**config.mk**
```make
export PLATFORM = sky130hd
export DESIGN_NAME = cache_store
export DESIGN_NICKNAME = d
export VERILOG_FILES = /design/src/rtl/cache_pkg.sv /design/src/rtl/cache_stat_ctr.sv /design/src/rtl/cache_store.sv
export SDC_FILE = /design/constraint.sdc
export NUM_CORES = 1
export LEC_CHECK = 0
export ABC_AREA = 1
export BUFFER_PORTS_ARGS = -buffer_cell sky130_fd_sc_hd__buf_2
export CORE_ASPECT_RATIO = 1.75
export CORE_MARGIN = 4
export CORE_UTILIZATION = 50
export DETAILED_ROUTE_END_ITERATION = 6
export PLACE_DENSITY_LB_ADDON = 0.1
export SYNTH_ARGS = -nofsm -noshare
export SYNTH_HDL_FRONTEND = slang
export SYNTH_SLANG_ARGS = --single-unit
export TNS_END_PERCENT = 30
```
**constraint.sdc**
```tcl
create_clock -name CLK -period 5.1 [get_ports CLK]
set_input_delay 1.02 -clock CLK [delete_from_list [all_inputs] [get_ports CLK]]
set_output_delay 1.02 -clock CLK [all_outputs]
set_load 0.005 [all_outputs]
```
**src/rtl/cache_pkg.sv**
```systemverilog
// Shared sizing, address slicing helpers and flush FSM encoding for the
// direct-mapped cache store.
package cache_pkg;

   localparam int LINES   = 16;
   localparam int INDEX_W = $clog2(LINES);
   localparam int TAG_W   = 32 - 2 - INDEX_W;

   typedef enum logic {
      IDLE  = 1'b0,
      SWEEP = 1'b1
   } cache_state_e;

   function automatic logic [INDEX_W-1:0] addr_index(input logic [31:0] addr);
      return addr[2 +: INDEX_W];
   endfunction

   function automatic logic [TAG_W-1:0] addr_tag(input logic [31:0] addr);
      return addr[31 -: TAG_W];
   endfunction

endpackage

```
**src/rtl/cache_stat_ctr.sv**
```systemverilog
// 32-bit saturating event counter with synchronous clear; clear beats increment.
module cache_stat_ctr (
   input  logic        clk_i,
   input  logic        rst_ni,
   input  logic        inc_i,
   input  logic        clr_i,
   output logic [31:0] cnt_o
);

   logic [31:0] cnt_q, cnt_d;

   always_comb begin
      cnt_d = cnt_q;
      if (clr_i) begin
         cnt_d = '0;
      end else if (inc_i && (cnt_q != 32'hFFFF_FFFF)) begin
         cnt_d = cnt_q + 32'd1;
      end
   end

   always_ff @(posedge clk_i or negedge rst_ni) begin
      if (!rst_ni) begin
         cnt_q <= '0;
      end else begin
         cnt_q <= cnt_d;
      end
   end

   assign cnt_o = cnt_q;

endmodule

```
**src/rtl/cache_store.sv**
```systemverilog
// Direct-mapped tag/valid/data store with combinational lookup and a one-line-per-cycle
// flush sweep. Define CACHE_STATS_EN to add saturating hit/miss lookup counters.
module cache_store
   import cache_pkg::*;
(
   input  logic         CLK,
   input  logic         RST,
   input  logic [31:0]  ADDR,
   input  logic [31:0]  CDIN,
   input  logic         CWE,
   input  logic         LOOKUP,
   input  logic         FLUSH,
   output logic         FOUND,
   output logic [31:0]  CDOUT,
   output logic         BUSY,
   output logic [31:0]  HIT_CNT,
   output logic [31:0]  MISS_CNT,
   output cache_state_e DBG_STATE
);

   logic [INDEX_W-1:0] idx;
   logic [TAG_W-1:0]   tag;
   cache_state_e       state_q, state_d;
   logic [INDEX_W-1:0] cnt_q, cnt_d;
   logic [LINES-1:0]   valid_q, valid_d;
   logic [TAG_W-1:0]   tag_q  [LINES];
   logic [31:0]        data_q [LINES];
   logic               wr_en;
   logic               sweep_start;
   logic               addr_unused;

   assign idx         = addr_index(ADDR);
   assign tag         = addr_tag(ADDR);
   assign addr_unused = ^ADDR[1:0];

   // A flush in IDLE takes priority over a simultaneous write; SWEEP ignores both.
   always_comb begin
      state_d     = state_q;
      cnt_d       = cnt_q;
      valid_d     = valid_q;
      wr_en       = 1'b0;
      sweep_start = 1'b0;
      case (state_q)
         IDLE: begin
            if (FLUSH) begin
               state_d     = SWEEP;
               cnt_d       = '0;
               sweep_start = 1'b1;
            end else if (CWE) begin
               wr_en        = 1'b1;
               valid_d[idx] = 1'b1;
            end
         end
         SWEEP: begin
            valid_d[cnt_q] = 1'b0;
            if (cnt_q == INDEX_W'(LINES - 1)) begin
               state_d = IDLE;
               cnt_d   = '0;
            end else begin
               cnt_d = cnt_q + 1'b1;
            end
         end
         default: state_d = IDLE;
      endcase
   end

   always_ff @(posedge CLK or negedge RST) begin
      if (!RST) begin
         state_q <= IDLE;
         cnt_q   <= '0;
         valid_q <= '0;
      end else begin
         state_q <= state_d;
         cnt_q   <= cnt_d;
         valid_q <= valid_d;
      end
   end

   // Tag and data arrays carry no reset; valid_q alone qualifies them.
   always_ff @(posedge CLK) begin
      if (wr_en) begin
         data_q[idx] <= CDIN;
         tag_q[idx]  <= tag;
      end
   end

   assign BUSY      = (state_q == SWEEP);
   assign FOUND     = valid_q[idx] && (tag_q[idx] == tag) && !BUSY;
   assign CDOUT     = data_q[idx];
   assign DBG_STATE = state_q;

`ifdef CACHE_STATS_EN
   logic hit_inc, miss_inc;

   assign hit_inc  = LOOKUP && !BUSY && FOUND;
   assign miss_inc = LOOKUP && !BUSY && !FOUND;

   cache_stat_ctr u_hit_ctr (
      .clk_i  (CLK),
      .rst_ni (RST),
      .inc_i  (hit_inc),
      .clr_i  (sweep_start),
      .cnt_o  (HIT_CNT)
   );

   cache_stat_ctr u_miss_ctr (
      .clk_i  (CLK),
      .rst_ni (RST),
      .inc_i  (miss_inc),
      .clr_i  (sweep_start),
      .cnt_o  (MISS_CNT)
   );
`else
   logic stats_unused;

   assign stats_unused = ^{LOOKUP, sweep_start};
   assign HIT_CNT      = '0;
   assign MISS_CNT     = '0;
`endif

endmodule

```
==> impl_metrics.yaml, run 1 <==
outcome:
  status: "finished, final reports clean"
cells_and_area:
  nets: 3042
  seq_area_um2: 28390
  utilization_pct: 56.11
  area_delta_synth_final_pct: 11.29
  fill_cells: 5954
  final_layout_size_suffix_gt1_share_pct: 9.838
  multi_input_area_um2: 8128
timing:
  worstMarginPinSlew_ps: 1118
  layout_setup_ws_ps: 471.1
  maxSlewHeadroom_pct: 25.50
  fmax_mhz: 216.0
  finalSetupTns_ps: 0
  fin_crit_sh_pct: 90.76
  period_minus_slack_ps: 4629
  final.setup_skew_ps: 19.94
  drv_slew: 0
  hold_violations: 0
  rsz0062_at_grt: "no"
  finalSetupViolCount: 0
yosys:
  yosysWarnings: 0
  synth_top_cell_by_area: "edfxtp_1"
  synth.area.top_cells: "edfxtp_1 75%, nand2_1 11%, a22oi_1 5.1%"
  async_reset_ff_share_pct: 2.213
  synth-seq-cells: 949
  yosysUniqueCellTypes: 26
  avgSynthCellArea_um2: 13.05
  netlist_area_um2: 37390
  synth_top_area_share_pct: 74.53
  yosys-top-cells-count: "1047 x nand2_1, 928 x edfxtp_1, 256 x a22oi_1, 141 x a21oi_1, 93 x nor2_1"
  synth.yosys.seq_area_share_pct: 75.94
  syn-instance-count: 2866
  synth_edf_count: 928
  synth_ff_type: "edfxtp_1"
  synth_most_common_cell: "nand2_1"
routing:
  viasPerCell: 5.708
  wl_per_cell_um: 23.91
  vias: 22680
  drt_wl_total_um: 95010
  ant_nets: 0
  drcViolationCount: 0
  dr.pass1.iters: 6
  drt_first_iter_violations: 1949
grt:
  overflow: 0
  first_global_vias: 22300
  grt_use_total_pct: 23.55
  antenna_found_initial: 12
  grt_max_degree: 96
  grt_pass1_wl_um: 139700
clock_tree:
  ctsResizeCount: 0
  cts_tree: "built"
  clock_latency_ps: 640
  root_buffer: "clkbuf_16"
  path_clk_slew_ps: 60
  cts-htree-levels: 3
  cts_buffers: 83
  cts_buffer_depth: 3
  postCtsHoldBufs: 0
  clkSinkCount: 949
  cts_setup_buffers: 0
worst_setup_path:
  worstSetupEndpointType: "output pin"
  crit_slowest_cell: "buf_4"
  crit_family: "buffers and inverters"
  cp_common_cell: "nand2_1"
  start_kind: "primary input"
  critPathMaxStageDelay_ps: 840
  rr_worst_depth: 6
  crit_cells: 15
  path_cells: "buf_4 > clkinv_2 > nor2_4 > buf_4 > nand2_1 > nand2_1 > o21ai_0 > nand2_1 > o21ai_1 > nand2_1 > nand2_1 > nor2_1 > nand3_1 > nor2_1 > buf_2"
  cp_num_buf_inv: 4
  cp_max_fo: 83
  arrival_ps: 3610
  path_class: "in -> out"
  worstPathRequired_ps: 4080
power_and_ir_drop:
  p_leak_nw: 15.11
  p_per_area_nw_per_um2: 374.6
  ir_worst_vdd_v: 0.0002858
die:
  floorplan.core_area_um2: 74160
  pin_count: 168
  die_w_um: 214.7
  initial_core_util_pct: 50.42
  row_count: 132
  dieArea_um2: 79390
  chipHeight_um: 369.7
place:
  port_buffers: 100
  post-dp-hpwl_um: 47260
  routabilityCongestion: 0.7897
  detailedPlace.worstSlack_ps: 437.2
flow_run:
  drv_cap: 0
worst_hold_path:
  hp-class: "in -> async"
==> path summary, 6_finish.rpt <==
check / from / endpoint / slack, ps
min: RST / valid_q[3] / 350
max in group asynchronous: RST / cnt_q[3] / 4400
max reg2reg: BUSY / tag_q[10][4] / 2270
max: ADDR[3] / FOUND / 470
min in group CLK: valid_q[7] / valid_q[7] / 520
min reg2reg: valid_q[7] / valid_q[7] / 520
==> per-layer routing <==
layer	up-vias	global-route usage, %	share of wire, %
met5	-	0	0.058
met4	8	7.661	2.6
met3	165	3.898	6.2
met2	775	42.24	52
met1	11370	29.24	39
li1	10360	-	-
==> placed cells by master (no fill, tap or decap), types with 4 or more instances in the layout <==
master and count:
buf_2 98, o21ai_1 9, a22oi_1 256, clkinv_1 17
or4_1 32, clkbuf_1 27, inv_1 29, nor2_4 21
edfxtp_1 928, conb_1 64, ha_1 4, clkinv_2 11
o21bai_1 14, nand3_1 29, nand2_1 1045, a21oi_1 141
nor2_1 73, nand4_1 5, dfrtp_1 21, buf_12 21
buf_4 46, o21ai_0 31, clkbuf_16 85, diode_2 6
==> final cells by class <==
type / instances / area share (%)
timing repair buffer: 166 / 3.046
clock inverter: 30 / 0.5232
sequential: 949 / 68.23
antenna: 6 / 0.03608
tap: 938 / 2.820
inverter: 37 / 0.3548
clock buffer: 115 / 5.454
multi-input combinational: 1732 / 19.53
==> where the power goes <==
part	leakage (nW)	internal (mW)	switching, mW
sequential	8.61	8.64	0.0580
clock	1.21	3.25	2.63
combinational	5.29	0.289	0.716
==> state kept, by name, summed over array words and instances (netlist names) <==
name     flops
tag_q      416
data_q     512
valid_q     16
BUSY         1
cnt_q        4
==> per-stage QoR <==
stage | instance area, µm² | cells | hold WS, ps | power [mW]
5_1_grt | 41600 | 3970 | 355.4 | 16.13
4_1_cts | 41600 | 3967 | 325.5 | 15.71
3_3_place_gp | 39110 | 3822 | 491.9 | 9.842
6_report | 41610 | 3973 | 345.8 | 15.59
3_5_place_dp | 39110 | 3822 | 496.6 | 9.866
2_1_floorplan | 37620 | 2929 | 466.9 | 9.462
==> kinds of logic (layout without fill, tap and decap cells) <==
| group | count (synthesis) | count (layout) | synth area share [%] |
|---|---|---|---|
| simple gates | 1209 | 1209 | 12.60 |
| flops | 949 | 949 | 75.94 |
| compound gates | 454 | 454 | 7.908 |
| buf+inv | 248 | 348 | 3.383 |
| fa+ha+maj | 4 | 4 | 0.1339 |
| other cells | 1 | 70 | 0.01003 |
| xor+xnor | 1 | 1 | 0.02343 |
Power figures use the tool's default switching activity.
==> run 2: changes to the inputs <==
--- a/config.mk
+++ b/config.mk
@@ -10,6 +10,7 @@
 export CORE_ASPECT_RATIO = 1.75
 export CORE_MARGIN = 4
 export CORE_UTILIZATION = 50
+export CTS_BUF_LIST = sky130_fd_sc_hd__clkbuf_4
 export DETAILED_ROUTE_END_ITERATION = 6
 export PLACE_DENSITY_LB_ADDON = 0.1
 export SYNTH_ARGS = -nofsm -noshare
==> run 2 against run 1 <==
Effect of this change:
- via count up 3.7%
- clock-buffer cell count up 200
- clock skew up 18 ps
- non-clock buffer count up 1
- wire length up 1.2%
- total power down 1.6%
- first-iteration DRC count down 12%
- critical path type unchanged
==> impl_metrics.yaml, run 2 (synthesis results as in run 1) <==
outcome:
  status: "finished, final reports clean"
cells_and_area:
  top_register: "data_q"
  final_layout_size_suffix_gt1_share_pct: 16.25
  mostFrequentLayoutCell: "nand2_1"
  nets: 3167
  largest_reg_flops: 512
  stdcell_count: 4186
  final_cell_mix: "1045 x nand2_1, 928 x edfxtp_1, 315 x clkbuf_4"
  fill_cells: 6066
  utilization_pct: 56.27
  largestRegisters: "data_q x512, tag_q x416, valid_q x16"
  area_delta_synth_final_pct: 11.61
die:
  floorplan.core_area_um2: 74160
  initial_core_util_pct: 50.42
  die_w_um: 214.7
  row_count: 132
  chipHeight_um: 369.7
  pin_count: 168
  dieArea_um2: 79390
routing:
  viasPerCell: 5.617
  vias: 23510
  drt_wl_total_um: 96160
  wl_per_cell_um: 22.97
  dr.pass1.iters: 5
  drt_first_iter_violations: 1721
  ant_nets: 0
  drcViolationCount: 0
flow_run:
  drv_cap: 0
power_and_ir_drop:
  p_leak_nw: 15.48
  p_total_mw: 15.34
  ir_worst_vdd_v: 0.0002194
  p_per_area_nw_per_um2: 367.6
clock_tree:
  cts-htree-levels: 4
  cts_buffers: 207
  cts_tree: "built"
  postCtsHoldBufs: 1
  root_buffer: "clkbuf_4"
  cts_setup_buffers: 0
  clkSinkCount: 949
  path_clk_slew_ps: 70
  clock_latency_ps: 1020
  ctsResizeCount: 0
  cts_buffer_depth: 3
timing:
  finalSetupViolCount: 0
  fin_crit_sh_pct: 91.37
  maxSlewHeadroom_pct: 25.12
  period_minus_slack_ps: 4660
  final.setup_skew_ps: 37.93
  finalSetupTns_ps: 0
  rsz0062_at_grt: "no"
  fmax_mhz: 214.6
  hold_violations: 0
  drv_slew: 0
  worstMarginPinSlew_ps: 1123
worst_setup_path:
  start_kind: "primary input"
  path_class: "in -> out"
  regToRegSetupSlack_ps: 2240
  worstSetupEndpointType: "output pin"
  worstPathRequired_ps: 4080
  cp_max_fo: 83
  arrival_ps: 3640
place:
  routabilityCongestion: 0.7897
  port_buffers: 100
  dp_cells: 3822
  post-dp-hpwl_um: 47260
grt:
  antenna_found_initial: 11
  grt_pass1_wl_um: 142900
  first_global_vias: 23600
  overflow: 0
  grt_max_degree: 96
  grt_use_total_pct: 24.04
worst_hold_path:
  hp-class: "in -> reg"
==> run 2: per-stage QoR <==
stage / setup slack [ps] / hold slack [ps] / instance area [µm²]
floorplan: 195.8 / 466.9 / 37620
global placement: 437.7 / 491.9 / 39110
detailed placement: 437.2 / 496.6 / 39110
CTS: 431.6 / 211.2 / 41720
global route: 171.0 / 270.4 / 41720
finish: 440.4 / 341.2 / 41730
==> run 2: worst paths after layout <==
check / endpoint / start / cells after the start
worst max-delay path: FOUND / ADDR[3] / 15
worst min-delay path: BUSY / FLUSH / 3
worst max register to register: data_q[10][12] / BUSY / 6
worst min register to register: valid_q[7] / valid_q[7] / 1
max in group asynchronous: valid_q[5] / RST / 2
min in group asynchronous: valid_q[8] / RST / 2
==> run 2: final cells by class <==
class                   instances  area [µm²]  area share, %
diodes                          5       12.51        0.02999
clock buffers                 315        2365          5.667
clock inverters                43       231.5         0.5547
inverters                      37       147.6         0.3538
multi-input cells            1732        8128          19.48
flip-flops and latches        949       28390          68.04
well taps                     938        1174          2.813
repair buffers                167        1277          3.061
==> run 2: worst max-delay path: stages <==
cell,delay (ps)
buf_4,200
clkinv_2,130
nor2_4,140
buf_4,850
nand2_1,110
nand2_1,100
o21ai_0,90
nand2_1,140
o21ai_1,70
nand2_1,90
nand2_1,50
nor2_1,200
nand3_1,90
nor2_1,190
buf_2,160
==> run 2: where the power goes <==
group	internal (mW)	switching, mW	total, mW
Sequential	8.64	0.0575	8.69
Clock	2.90	2.74	5.64
Combinational	0.289	0.718	1.01
==> run 2: per-layer routing <==
| layer | track usage (%) | up-vias | wire [µm] |
|---|---|---|---|
| li1 | - | 10770 | - |
| met5 | 0 | - | 41 |
| met4 | 8.659 | 6 | 2535 |
| met2 | 43.01 | 863 | 50280 |
| met1 | 28.85 | 11670 | 36950 |
| met3 | 5.005 | 199 | 6346 |
